File: src/rtl/card_pkg.sv
// Shared constants, state encoding and deck indexing for the card dealer.
package card_pkg;

  localparam int          RANK_MAX   = 12;
  localparam int          DECK_SIZE  = 52;
  localparam int          NUM_SLOTS  = 5;
  localparam logic [15:0] LFSR_RESET = 16'hACE1;
  // Galois right-shift taps for x^16+x^14+x^13+x^11+1.
  localparam logic [15:0] LFSR_TAPS  = 16'hB400;

  typedef enum logic [1:0] {
    IDLE = 2'd0,
    DRAW = 2'd1,
    DONE = 2'd2
  } state_t;

  function automatic logic [5:0] deck_index(input logic [1:0] suit, input logic [3:0] rank);
    return ({4'd0, suit} * 6'd13) + {2'd0, rank};
  endfunction

endpackage

File: src/rtl/lfsr16.sv
// Free-running 16-bit Galois LFSR with seed load; a zero seed loads the reset value.
module lfsr16
  import card_pkg::*;
(
  input  logic        clk,
  input  logic        rst,
  input  logic        load,
  input  logic [15:0] seed,
  output logic [5:0]  low_bits
);

  logic [15:0] value_q;
  logic [15:0] value_d;

  always_comb begin
    value_d = {1'b0, value_q[15:1]} ^ (value_q[0] ? LFSR_TAPS : 16'h0000);
    if (load) begin
      value_d = (seed == 16'h0000) ? LFSR_RESET : seed;
    end
  end

  always_ff @(posedge clk) begin
    if (rst) begin
      value_q <= LFSR_RESET;
    end else begin
      value_q <= value_d;
    end
  end

  assign low_bits = value_q[5:0];

endmodule

File: src/rtl/card_dealer.sv
// Deals a 5-card hand without replacement from a 52-card deck, with hold/redraw.
module card_dealer
  import card_pkg::*;
(
  input  logic        clk,
  input  logic        rst,
  input  logic        start,
  input  logic        redraw,
  input  logic [4:0]  hold,
  input  logic        seed_load,
  input  logic [15:0] seed,
  output logic [3:0]  card1,
  output logic [3:0]  card2,
  output logic [3:0]  card3,
  output logic [3:0]  card4,
  output logic [3:0]  card5,
  output logic [1:0]  suit1,
  output logic [1:0]  suit2,
  output logic [1:0]  suit3,
  output logic [1:0]  suit4,
  output logic [1:0]  suit5,
  output logic        valid,
  output logic        busy
);

  logic [5:0] lfsr_low;

  lfsr16 u_lfsr (
    .clk      (clk),
    .rst      (rst),
    .load     (seed_load),
    .seed     (seed),
    .low_bits (lfsr_low)
  );

  state_t                 state_q, state_d;
  logic [DECK_SIZE-1:0]   used_q, used_d;
  logic [NUM_SLOTS-1:0]   pending_q, pending_d;
  logic [3:0]             rank_q [NUM_SLOTS];
  logic [3:0]             rank_d [NUM_SLOTS];
  logic [1:0]             suit_q [NUM_SLOTS];
  logic [1:0]             suit_d [NUM_SLOTS];
  logic                   valid_q, valid_d;
  logic                   busy_q, busy_d;

  logic [3:0] cand_rank;
  logic [1:0] cand_suit;
  logic [5:0] cand_idx;
  logic       cand_ok;
  logic [2:0] slot_sel;

  assign cand_rank = lfsr_low[3:0];
  assign cand_suit = lfsr_low[5:4];
  assign cand_idx  = deck_index(cand_suit, cand_rank);
  assign cand_ok   = (cand_rank <= 4'(RANK_MAX)) && !used_q[cand_idx];

  // Lowest-numbered pending slot is filled first.
  always_comb begin
    slot_sel = 3'd0;
    for (int i = NUM_SLOTS - 1; i >= 0; i--) begin
      if (pending_q[i]) begin
        slot_sel = 3'(i);
      end
    end
  end

  always_comb begin
    state_d   = state_q;
    used_d    = used_q;
    pending_d = pending_q;
    rank_d    = rank_q;
    suit_d    = suit_q;
    valid_d   = valid_q;
    busy_d    = busy_q;
    case (state_q)
      IDLE: begin
        if (start) begin
          state_d   = DRAW;
          used_d    = '0;
          pending_d = '1;
          busy_d    = 1'b1;
          valid_d   = 1'b0;
        end
      end
      DRAW: begin
        if (pending_q == '0) begin
          state_d = DONE;
          busy_d  = 1'b0;
          valid_d = 1'b1;
        end else if (cand_ok) begin
          rank_d[slot_sel]    = cand_rank;
          suit_d[slot_sel]    = cand_suit;
          used_d[cand_idx]    = 1'b1;
          pending_d[slot_sel] = 1'b0;
        end
      end
      DONE: begin
        if (start) begin
          state_d   = DRAW;
          used_d    = '0;
          pending_d = '1;
          busy_d    = 1'b1;
          valid_d   = 1'b0;
        end else if (redraw) begin
          // Used mask is kept so discarded cards cannot come back this round.
          state_d   = DRAW;
          pending_d = ~hold;
          busy_d    = 1'b1;
          valid_d   = 1'b0;
        end
      end
      default: begin
        state_d = IDLE;
      end
    endcase
  end

  always_ff @(posedge clk) begin
    if (rst) begin
      state_q   <= IDLE;
      used_q    <= '0;
      pending_q <= '0;
      valid_q   <= 1'b0;
      busy_q    <= 1'b0;
      for (int i = 0; i < NUM_SLOTS; i++) begin
        rank_q[i] <= '0;
        suit_q[i] <= '0;
      end
    end else begin
      state_q   <= state_d;
      used_q    <= used_d;
      pending_q <= pending_d;
      valid_q   <= valid_d;
      busy_q    <= busy_d;
      rank_q    <= rank_d;
      suit_q    <= suit_d;
    end
  end

  assign card1 = rank_q[0];
  assign card2 = rank_q[1];
  assign card3 = rank_q[2];
  assign card4 = rank_q[3];
  assign card5 = rank_q[4];
  assign suit1 = suit_q[0];
  assign suit2 = suit_q[1];
  assign suit3 = suit_q[2];
  assign suit4 = suit_q[3];
  assign suit5 = suit_q[4];
  assign valid = valid_q;
  assign busy  = busy_q;

endmodule

File: config.mk
export PLATFORM = sky130hd
export DESIGN_NAME = card_dealer
export DESIGN_NICKNAME = d
export VERILOG_FILES = /design/src/rtl/card_pkg.sv /design/src/rtl/lfsr16.sv /design/src/rtl/card_dealer.sv
export SDC_FILE = /design/constraint.sdc
export NUM_CORES = 1
export LEC_CHECK = 0
export ABC_CLOCK_PERIOD_IN_PS = 5140
export BUFFER_PORTS_ARGS = -buffer_cell sky130_fd_sc_hd__clkbuf_2
export CORE_UTILIZATION = 56
export CTS_CLUSTER_SIZE = 12
export DETAILED_ROUTE_END_ITERATION = 16
export HOLD_SLACK_MARGIN = 0.02
export PLACE_DENSITY = 0.77
export SLEW_MARGIN = 20
export SYNTH_ARGS = -nofsm -noshare
export SYNTH_HDL_FRONTEND = slang
export SYNTH_SLANG_ARGS = --single-unit
File: constraint.sdc
create_clock -name clk -period 5.14 [get_ports clk]
set_clock_uncertainty 0.2 [all_clocks]
set_input_delay 1.028 -clock clk [delete_from_list [all_inputs] [get_ports clk]]
set_output_delay 1.028 -clock clk [all_outputs]
set_load 0.1 [all_outputs]
Word-level counts from Yosys, hierarchy flattened --
Index checks and enable logic that the tools add are counted.
Word-level totals: register bits after elaboration 107, output and inout bits 32, logic and storage cells 101
Operators by class: add/subtract/negate cells 1, $mul 1, order comparisons 7, eq/ne operators 8, multiplexer cells 45, bitwise gates (word level) 7, reductions and logical operators 16
Operator list (count):
- $mux W52 | 3
- $pmux W52 S2 | 1
- $or A52 B52 Y52 | 1
- $mux W16 | 3
- $mux W5 | 5
- $bwmux W20 | 1
- $logic_not A16 Y1 | 1
- $xor A15 B16 Y16 | 1
- $mux W3 | 5
- $pmux W5 S3 | 1
- $demux W4 S3 | 1
- $mux W1 | 11
- $bwmux W10 | 1
- $mux W2 | 5
- $not A5 Y5 | 2
- $ne A2 B2 Y1 const B | 4
- $reduce_and A4 Y1 | 2
- $lt A6 B7 Y1 const B | 1
- $add A6 B4 Y6 | 1
- $bmux W1 S6 | 1
- $demux W1 S6 | 1
- $demux W2 S3 | 1
- $ge A6 B1 Y1 const B | 1
- $mul A2 B4 Y6 const B | 1
- 25 further kinds | 30

Logic depth before layout (Yosys ltp) --
Gate-level depths: netlist of the first run.
word-level depth 14, depth in mapped cells 13

Cells and area by module --
A second synthesis of the first run with hierarchy kept.
Unflattened totals: cells, all modules 517, area, all modules 4934.7 um^2
By module, submodules not included:
- card_dealer | instances 1, cells an instance 458, area each 4279.1 um^2
- lfsr16 | instances 1, cells an instance 59, area each 655.6 um^2

Worst setup path after synthesis of the first run --
OpenSTA, ideal clock, no wires.
kind reg2reg, from register u_lfsr.value_q[5], to register rank_q, in the netlist card1[0], arrival 3.299 ns, data required time 4.868 ns, setup slack 1.569 ns, cell stages (with the launch flop) 13, buffers on the path 3, clock period less this slack 3.571 ns, path through dfxtp_1 > ha_1 > ha_1 > fa_1 > buf_2 > mux4_2 > mux4_2 > nand3_1 > and3_1 > buf_6 > o211a_4 > buf_6 > mux2i_1
Between the ends: word-level cells in the longest chain between the ends 7
Ends and longest elaborated chain:
- start: declaration | RTL line lfsr16.sv:12 | logic [15:0] value_q;
- start signal: assignment | RTL line lfsr16.sv:26 | value_q <= value_d;
- $mul A2 B4 Y6 | RTL line card_pkg.sv:18 | return ({4'd0, suit} * 6'd13) + {2'd0, rank};
- $add A6 B4 Y6 | RTL line card_pkg.sv:18
- $bmux W1 S6 | RTL line card_dealer.sv:55 | assign cand_ok = (cand_rank <= 4'(RANK_MAX)) && !used_q[cand_idx];
- $mux W1 (implied by the code) | RTL line card_dealer.sv:55
- $logic_not A1 Y1 | RTL line card_dealer.sv:55
- $logic_and A1 B1 Y1 | RTL line card_dealer.sv:55
- $reduce_and A3 Y1 (no source line)
- end signal: assignment | RTL line card_dealer.sv:135 | rank_q <= rank_d;
- end: declaration | RTL line card_dealer.sv:39 | logic [3:0] rank_q [NUM_SLOTS];
No other way between the ends. The select of a mux whose other input is x is not followed. A chain may end at the register's enable or synchronous reset.

Worst setup path after layout of the first run --
from register u_lfsr.value_q[5], to register suit_q, in the netlist suit1[0]
Between the ends: word-level cells in the longest chain between the ends 7
Ends and longest elaborated chain:
- $mul A2 B4 Y6 | RTL line card_pkg.sv:18
- $add A6 B4 Y6 | RTL line card_pkg.sv:18
- $bmux W1 S6 | RTL line card_dealer.sv:55
- $mux W1 (implied by the code) | RTL line card_dealer.sv:55
- $logic_not A1 Y1 | RTL line card_dealer.sv:55
- $logic_and A1 B1 Y1 | RTL line card_dealer.sv:55
- $reduce_and A3 Y1 (no source line)
- end signal: assignment | RTL line card_dealer.sv:136 | suit_q <= suit_d;
- end: declaration | RTL line card_dealer.sv:41 | logic [1:0] suit_q [NUM_SLOTS];
No other way between the ends. The select of a mux whose other input is x is not followed.

==> flow_metrics.py, run 1 <==
metrics = {
    "outcome": {
        "outcome": "finished clean",
    },
    "placed_design": {
        "gpl.final_weighted_congestion": 0.889,
        "detailedPlacementHpwl_mm": 7.81,
        "numPortBuffers": 57,
        "numPlacedInstances": 670,
    },
    "clock_network": {
        "worst_setup_hold_path_clk_slew_ns": 0.10,
        "clock_tree.buffer_depth": 2,
        "cts.repair_timing.setup_buffer_count": 0,
        "clock_latency_ns": 0.38,
        "cts_tree": "built",
        "clk_root_buffer_cell": "sky130_fd_sc_hd__clkbuf_8",
        "number_of_clock_buffers_inserted_by_tritoncts": 9,
        "cts.htree.levels": 3,
        "clock_sink_count": 107,
        "number_of_buffers_added_to_fix_hold_violations_after_cts": 0,
        "post_cts.resized_instances": 0,
    },
    "setup_path": {
        "setup.worst_path.start_class": "flop",
        "timing.critical_path.to_type": "flop",
        "path_class": "flop to flop",
        "cp_data_arrival_time_ns": 4.52,
        "critical_path_required_ns": 5.24,
        "critical_path_peak_fanout": 17,
    },
    "synth": {
        "yosys_top_cell_by_area": "sky130_fd_sc_hd__dfxtp_1",
        "postSynthNetCount": 574,
        "mapped_cells": 536,
        "asyncSetResetFlopFracSynth_pct": 0,
        "synth_area_leaders": "sky130_fd_sc_hd__dfxtp_1 43%, sky130_fd_sc_hd__mux2i_1 9.8%, sky130_fd_sc_hd__a31oi_1 7.7%",
        "number_of_library_cell_types_mapped_by_synthesis": 55,
        "postSynthRegisterBits": 107,
        "syn-cell-area_um2": 4990,
        "ys_dominant_reg_cell": "sky130_fd_sc_hd__dfxtp_1",
        "synthesis.area_per_instance_um2": 9.30,
        "synth_edf_count": 0,
        "seq_area_frac_synth_pct": 43.0,
        "yosys_warnings": 0,
        "yosysTopAreaCellShare_pct": 43.0,
    },
    "die": {
        "area_of_the_core_region_um2": 8680,
        "floorplan.die_area_um2": 9290,
        "die_w_um": 96.4,
        "die_height_um": 96.4,
        "num_rows": 34,
        "floorplan.initialDensity_pct": 57.5,
        "ios": 58,
    },
    "sta": {
        "rsz0062_at_grt": "false",
        "slew-limit-headroom_pct": 31.8,
        "fin_setup_tns_ns": 0,
        "final-hold-violation-count": 0,
        "setup_viol": 0,
        "fin_crit_sh_pct": 86.0,
        "fmaxAchievable_ghz": 0.226,
        "worst_slew_pin_slew_ns": 1.02,
        "timing.hold.ws_ns": 0.264,
        "finalCriticalPeriod_ns": 4.42,
        "slew_viol_final": 0,
    },
    "grt": {
        "grt_pass1_vias": 3629,
        "grt_start_max_net_pins": 63,
        "grt_first_pass_wirelength_mm": 18.0,
        "globalRouteOverflowTotal": 0,
        "gr-usage-all-layers_pct": 25.0,
        "grt_antenna_before_repair": 0,
    },
    "power": {
        "power_per_cell_area_nw_per_um2": 434,
        "irDropWorstVdd_mv": 0.236,
        "power.leakage_nw": 2.28,
    },
    "run": {
        "max-cap-violations": 0,
    },
    "route": {
        "detail_route.iter0.violations": 282,
        "drc": 0,
        "aggregate_routed_wire_length_mm": 11.3,
        "drt_pre_antenna_iters": 5,
        "vias": 4132,
        "avg_vias_per_cell": 6.02,
        "detail-route-antenna-nets": 0,
        "drt-wirelength-per-cell_um": 16.5,
    },
    "cells_and_area": {
        "n_antenna_cell": 0,
        "layout.cells.non_filler": 686,
        "finish.utilization_pct": 63.0,
        "final_layout_size_suffix_gt1_share_pct": 16.4,
        "final_net_count": 611,
        "layout.cells.most_common": "sky130_fd_sc_hd__dfxtp_1",
        "layout.filler_cells": 734,
        "areaGrowthSynthToFinish_pct": 9.66,
        "mostFrequentLayoutCells": "107 x sky130_fd_sc_hd__dfxtp_1, 91 x sky130_fd_sc_hd__nor2_1, 61 x sky130_fd_sc_hd__a31oi_1",
    },
    "worst_hold_path": {
        "worst_hold_path_type": "flop to flop",
    },
}
==> routing by layer <==
layer / wire length (um) / track usage (%)
met1: 5170 / 34.7
met2: 5350 / 38.7
met3: 605 / 5.24
met4: 200 / 8.46
met5: 0 / 0
==> critical path: stages, from the launching register on <==
cell,delay (ns)
sky130_fd_sc_hd__dfxtp_1,0.45
sky130_fd_sc_hd__ha_1,0.27
sky130_fd_sc_hd__ha_1,0.23
sky130_fd_sc_hd__fa_1,0.90
sky130_fd_sc_hd__or2_1,0.33
sky130_fd_sc_hd__o22ai_1,0.09
sky130_fd_sc_hd__or4_1,0.53
sky130_fd_sc_hd__a31oi_2,0.22
sky130_fd_sc_hd__and3_1,0.58
sky130_fd_sc_hd__o211a_4,0.33
sky130_fd_sc_hd__mux2i_1,0.20
==> flip-flops by register name (all words and copies together) (netlist names) <==
| register | cells |
|---|---|
| busy | 1 |
| card1 | 4 |
| card2 | 4 |
| card3 | 4 |
| card4 | 4 |
| card5 | 4 |
| pending_q | 5 |
| state_q | 2 |
| suit1 | 2 |
| suit2 | 2 |
| suit3 | 2 |
| suit4 | 2 |
| suit5 | 2 |
| u_lfsr.value_q | 16 |
| used_q | 52 |
| valid | 1 |
==> cells by family (layout without fill, tap and decap cells) <==
kind of cell             count (synthesis)  count (layout)  share of synthesized area, %
buffers and inverters                   50              92                          4.84
flip-flops                             107             107                          43.0
AND/OR/NAND/NOR                        180             180                          19.0
AO/OA/AOI/OAI                          126             126                          16.2
adder cells (fa/ha/maj)                 12              12                          3.31
multiplexers                            56              56                          12.8
XOR/XNOR                                 5               5                         0.878
==> where the power goes <==
group          leakage (nW)  internal, mW  switching, mW
Combinational          1.31         0.257          0.637
Sequential            0.868         0.887         0.0536
Clock                 0.107         0.235          0.306
Total                  2.28          1.38          0.997
==> stage by stage <==
stage	worst slack, ns	power [mW]	area [um^2]
floorplan	1.57	1.69	4990
detailed placement	0.762	1.84	5260
global route	0.474	2.50	5470
global placement	0.940	1.82	5260
CTS	0.737	2.37	5470
finish	0.720	2.38	5470
==> worst paths after layout <==
kind                                        start        to  slack (ns)  cells past startpoint
worst max-delay path            u_lfsr.value_q[5]  suit1[0]        0.72                     10
worst min-delay path                         busy      busy        0.26                      2
worst max register to register  u_lfsr.value_q[5]  suit1[0]        0.72                     10
worst min register to register               busy      busy        0.26                      2
==> synth_stat cells, types with 6 or more instances <==
cell,number
sky130_fd_sc_hd__a21oi_1,18
sky130_fd_sc_hd__a31oi_1,61
sky130_fd_sc_hd__buf_2,13
sky130_fd_sc_hd__clkbuf_1,13
sky130_fd_sc_hd__dfxtp_1,107
sky130_fd_sc_hd__ha_1,10
sky130_fd_sc_hd__inv_1,14
sky130_fd_sc_hd__mux2i_1,49
sky130_fd_sc_hd__mux4_2,6
sky130_fd_sc_hd__nand2_1,7
sky130_fd_sc_hd__nand2b_1,48
sky130_fd_sc_hd__nor2_1,92
sky130_fd_sc_hd__o21ai_0,14
sky130_fd_sc_hd__o22ai_1,11
==> cell type report <==
cell class | count | area [um^2] | share of cell area [%]
multi-input cells | 379 | 2610 | 47.7
flip-flops and latches | 107 | 2140 | 39.2
repair buffers | 62 | 323 | 5.90
well taps | 108 | 135 | 2.47
clock buffers | 9 | 124 | 2.26
clock inverters | 7 | 86.3 | 1.58
inverters | 14 | 52.6 | 0.961
Note: power is estimated with default switching activity, not from simulation.
==> inputs of run 2 (changes only) <==
--- a/config.mk
+++ b/config.mk
@@ -5,13 +5,14 @@
 export SDC_FILE = /design/constraint.sdc
 export NUM_CORES = 1
 export LEC_CHECK = 0
+export ABC_AREA = 1
 export ABC_CLOCK_PERIOD_IN_PS = 5140
-export BUFFER_PORTS_ARGS = -buffer_cell sky130_fd_sc_hd__clkbuf_2
 export CORE_UTILIZATION = 56
 export CTS_CLUSTER_SIZE = 12
 export DETAILED_ROUTE_END_ITERATION = 16
+export DONT_BUFFER_PORTS = 1
 export HOLD_SLACK_MARGIN = 0.02
-export PLACE_DENSITY = 0.77
+export PLACE_DENSITY = 0.71
 export SLEW_MARGIN = 20
 export SYNTH_ARGS = -nofsm -noshare
 export SYNTH_HDL_FRONTEND = slang
==> flow_metrics.py, run 2 <==
metrics = {
    "cells_and_area": {
        "layout.cells.most_common": "sky130_fd_sc_hd__nand2_1",
        "final_cell_area_um2": 5920,
        "regMostFlops": "used_q",
        "areaGrowthSynthToFinish_pct": 3.32,
        "biggestRegsByFlops": "used_q: 52 flops, u_lfsr.value_q: 16 flops, pending_q: 5 flops",
        "mostFrequentLayoutCells": "245 x sky130_fd_sc_hd__nand2_1, 155 x sky130_fd_sc_hd__a21oi_1, 107 x sky130_fd_sc_hd__dfxtp_1",
        "n_antenna_cell": 0,
        "layout.cells.non_filler": 979,
        "largest_register_ffs": 52,
        "final_layout_size_suffix_gt1_share_pct": 3.90,
        "final_net_count": 879,
    },
    "power": {
        "power_per_cell_area_nw_per_um2": 460,
        "report.power.total_mw": 2.72,
        "irDropWorstVdd_mv": 0.457,
        "power.leakage_nw": 2.07,
    },
    "route": {
        "drt-wirelength-per-cell_um": 15.1,
        "vias": 5548,
        "detail_route.iter0.violations": 318,
        "drt_pre_antenna_iters": 5,
        "aggregate_routed_wire_length_mm": 14.8,
        "drc": 0,
        "avg_vias_per_cell": 5.67,
        "detail-route-antenna-nets": 0,
    },
    "synth": {
        "synthMostInstantiatedCell": "sky130_fd_sc_hd__nand2_1",
        "asyncSetResetFlopFracSynth_pct": 0,
        "yosys_top_cell_by_area": "sky130_fd_sc_hd__dfxtp_1",
        "seq_area_frac_synth_pct": 37.4,
        "mapped_cells": 877,
        "postSynthRegisterBits": 107,
        "synthTopCellsByCount": "246 x sky130_fd_sc_hd__nand2_1, 156 x sky130_fd_sc_hd__a21oi_1, 107 x sky130_fd_sc_hd__dfxtp_1, 85 x sky130_fd_sc_hd__nand3_1, 82 x sky130_fd_sc_hd__inv_1",
        "yosysTopAreaCellShare_pct": 37.4,
        "yosys_warnings": 0,
        "synth_edf_count": 0,
        "ys_dominant_reg_cell": "sky130_fd_sc_hd__dfxtp_1",
        "synthesis.area_per_instance_um2": 6.53,
        "synth_area_leaders": "sky130_fd_sc_hd__dfxtp_1 37%, sky130_fd_sc_hd__nand2_1 16%, sky130_fd_sc_hd__a21oi_1 14%",
        "postSynthNetCount": 915,
        "syn-cell-area_um2": 5730,
        "number_of_library_cell_types_mapped_by_synthesis": 33,
    },
    "setup_path": {
        "timing.critical_path.to_type": "flop",
        "setup.worst_path.start_class": "flop",
        "cp_data_arrival_time_ns": 4.12,
        "critical_path_required_ns": 5.23,
        "critical_path_peak_fanout": 35,
        "path_class": "flop to flop",
    },
    "die": {
        "die_w_um": 103,
        "num_rows": 36,
        "floorplan.die_area_um2": 10600,
        "die_height_um": 103,
        "floorplan.initialDensity_pct": 58.3,
        "ios": 58,
        "area_of_the_core_region_um2": 9820,
    },
    "sta": {
        "timing.hold.ws_ns": 0.262,
        "worst_slew_pin_slew_ns": 1.04,
        "slew-limit-headroom_pct": 30.6,
        "rsz0062_at_grt": "false",
        "fmaxAchievable_ghz": 0.248,
        "setup_viol": 0,
        "finalCriticalPeriod_ns": 4.03,
        "final-hold-violation-count": 0,
        "fin_crit_sh_pct": 78.5,
        "slew_viol_final": 0,
        "fin_setup_tns_ns": 0,
    },
    "placed_design": {
        "numPlacedInstances": 963,
        "gpl.final_weighted_congestion": 0.915,
        "numPortBuffers": 0,
        "detailed_place.area_um2": 5700,
        "detailedPlacementHpwl_mm": 9.78,
    },
    "clock_network": {
        "clk_root_buffer_cell": "sky130_fd_sc_hd__clkbuf_8",
        "clock_sink_count": 107,
        "clock_latency_ns": 0.40,
        "number_of_clock_buffers_inserted_by_tritoncts": 9,
        "cts.htree.levels": 3,
        "clock_tree.buffer_depth": 2,
        "cts_tree": "built",
        "number_of_buffers_added_to_fix_hold_violations_after_cts": 0,
        "post_cts.resized_instances": 0,
        "worst_setup_hold_path_clk_slew_ns": 0.10,
        "cts.repair_timing.setup_buffer_count": 0,
    },
    "grt": {
        "globalRouteOverflowTotal": 0,
        "grt_first_pass_wirelength_mm": 24.4,
        "grt_pass1_vias": 5159,
        "grt_start_max_net_pins": 88,
        "gr-usage-all-layers_pct": 29.7,
        "grt_antenna_before_repair": 0,
    },
    "outcome": {
        "outcome": "finished clean",
    },
    "worst_hold_path": {
        "worst_hold_path_type": "flop to flop",
    },
    "run": {
        "max-cap-violations": 0,
    },
}
==> run 2: metrics by stage <==
step / util [%] / setup WS (ns)
floorplan: - / 2.12
global placement: 58.0 / 1.20
detailed placement: 58.1 / 1.16
CTS: 60.2 / 1.12
global route: 60.2 / 0.793
finish: 60.2 / 1.11
==> run 2: cell families after synthesis <==
group	after synthesis	synth area share, %
xor+xnor	2	0.437
fa+ha+maj	12	2.88
simple gates	428	32.4
compound gates	191	17.0
flops	107	37.4
buf+inv	137	9.83
==> run 2: final timing paths <==
check / from / to / slack, ns / cells past startpoint
worst max register to register: u_lfsr.value_q[0] / card4[0] / 1.11 / 13
worst min register to register: used_q[50] / used_q[50] / 0.26 / 2
worst max-delay path: u_lfsr.value_q[0] / card4[0] / 1.11 / 13
worst min-delay path: used_q[50] / used_q[50] / 0.26 / 2
==> run 2: final cells by class <==
type                    instances  area [um^2]
clock buffers                  11          141
multi-input cells             633         3050
well taps                     133          166
repair buffers                  4         30.0
clock inverters                 5         67.6
inverters                      86          323
fillers                       988         3900
flip-flops and latches        107         2140
==> run 2: critical path, stage by stage, from the launching register on <==
cell and delay [ns]:
sky130_fd_sc_hd__dfxtp_1 0.73, sky130_fd_sc_hd__ha_1 0.56, sky130_fd_sc_hd__inv_1 0.56, sky130_fd_sc_hd__nand2_1 0.12, sky130_fd_sc_hd__nand3_1 0.10, sky130_fd_sc_hd__nand2_1 0.07
sky130_fd_sc_hd__o21ai_1 0.13, sky130_fd_sc_hd__nand2_1 0.08, sky130_fd_sc_hd__nand2_1 0.11, sky130_fd_sc_hd__nand3b_4 0.10, sky130_fd_sc_hd__nor2_4 0.54, sky130_fd_sc_hd__nand3_1 0.37
sky130_fd_sc_hd__nand2_1 0.15, sky130_fd_sc_hd__a21oi_1 0.08
==> run 2: per-layer routing <==
| layer | track usage [%] | part of all wire [%] | up-vias |
|---|---|---|---|
| li1 | - | - | 2819 |
| met1 | 37.1 | 44 | 2558 |
| met2 | 49.4 | 48 | 145 |
| met3 | 7.25 | 5.6 | 26 |
| met4 | 11.5 | 2.5 | 0 |
| met5 | 0 | 0 | - |
==> run 2: power breakdown <==
part           total (mW)  internal (mW)  switching [mW]
sequential           1.12          0.890           0.229
combinational        1.05          0.228           0.819
clock               0.555          0.247           0.308
total                2.72           1.36            1.36
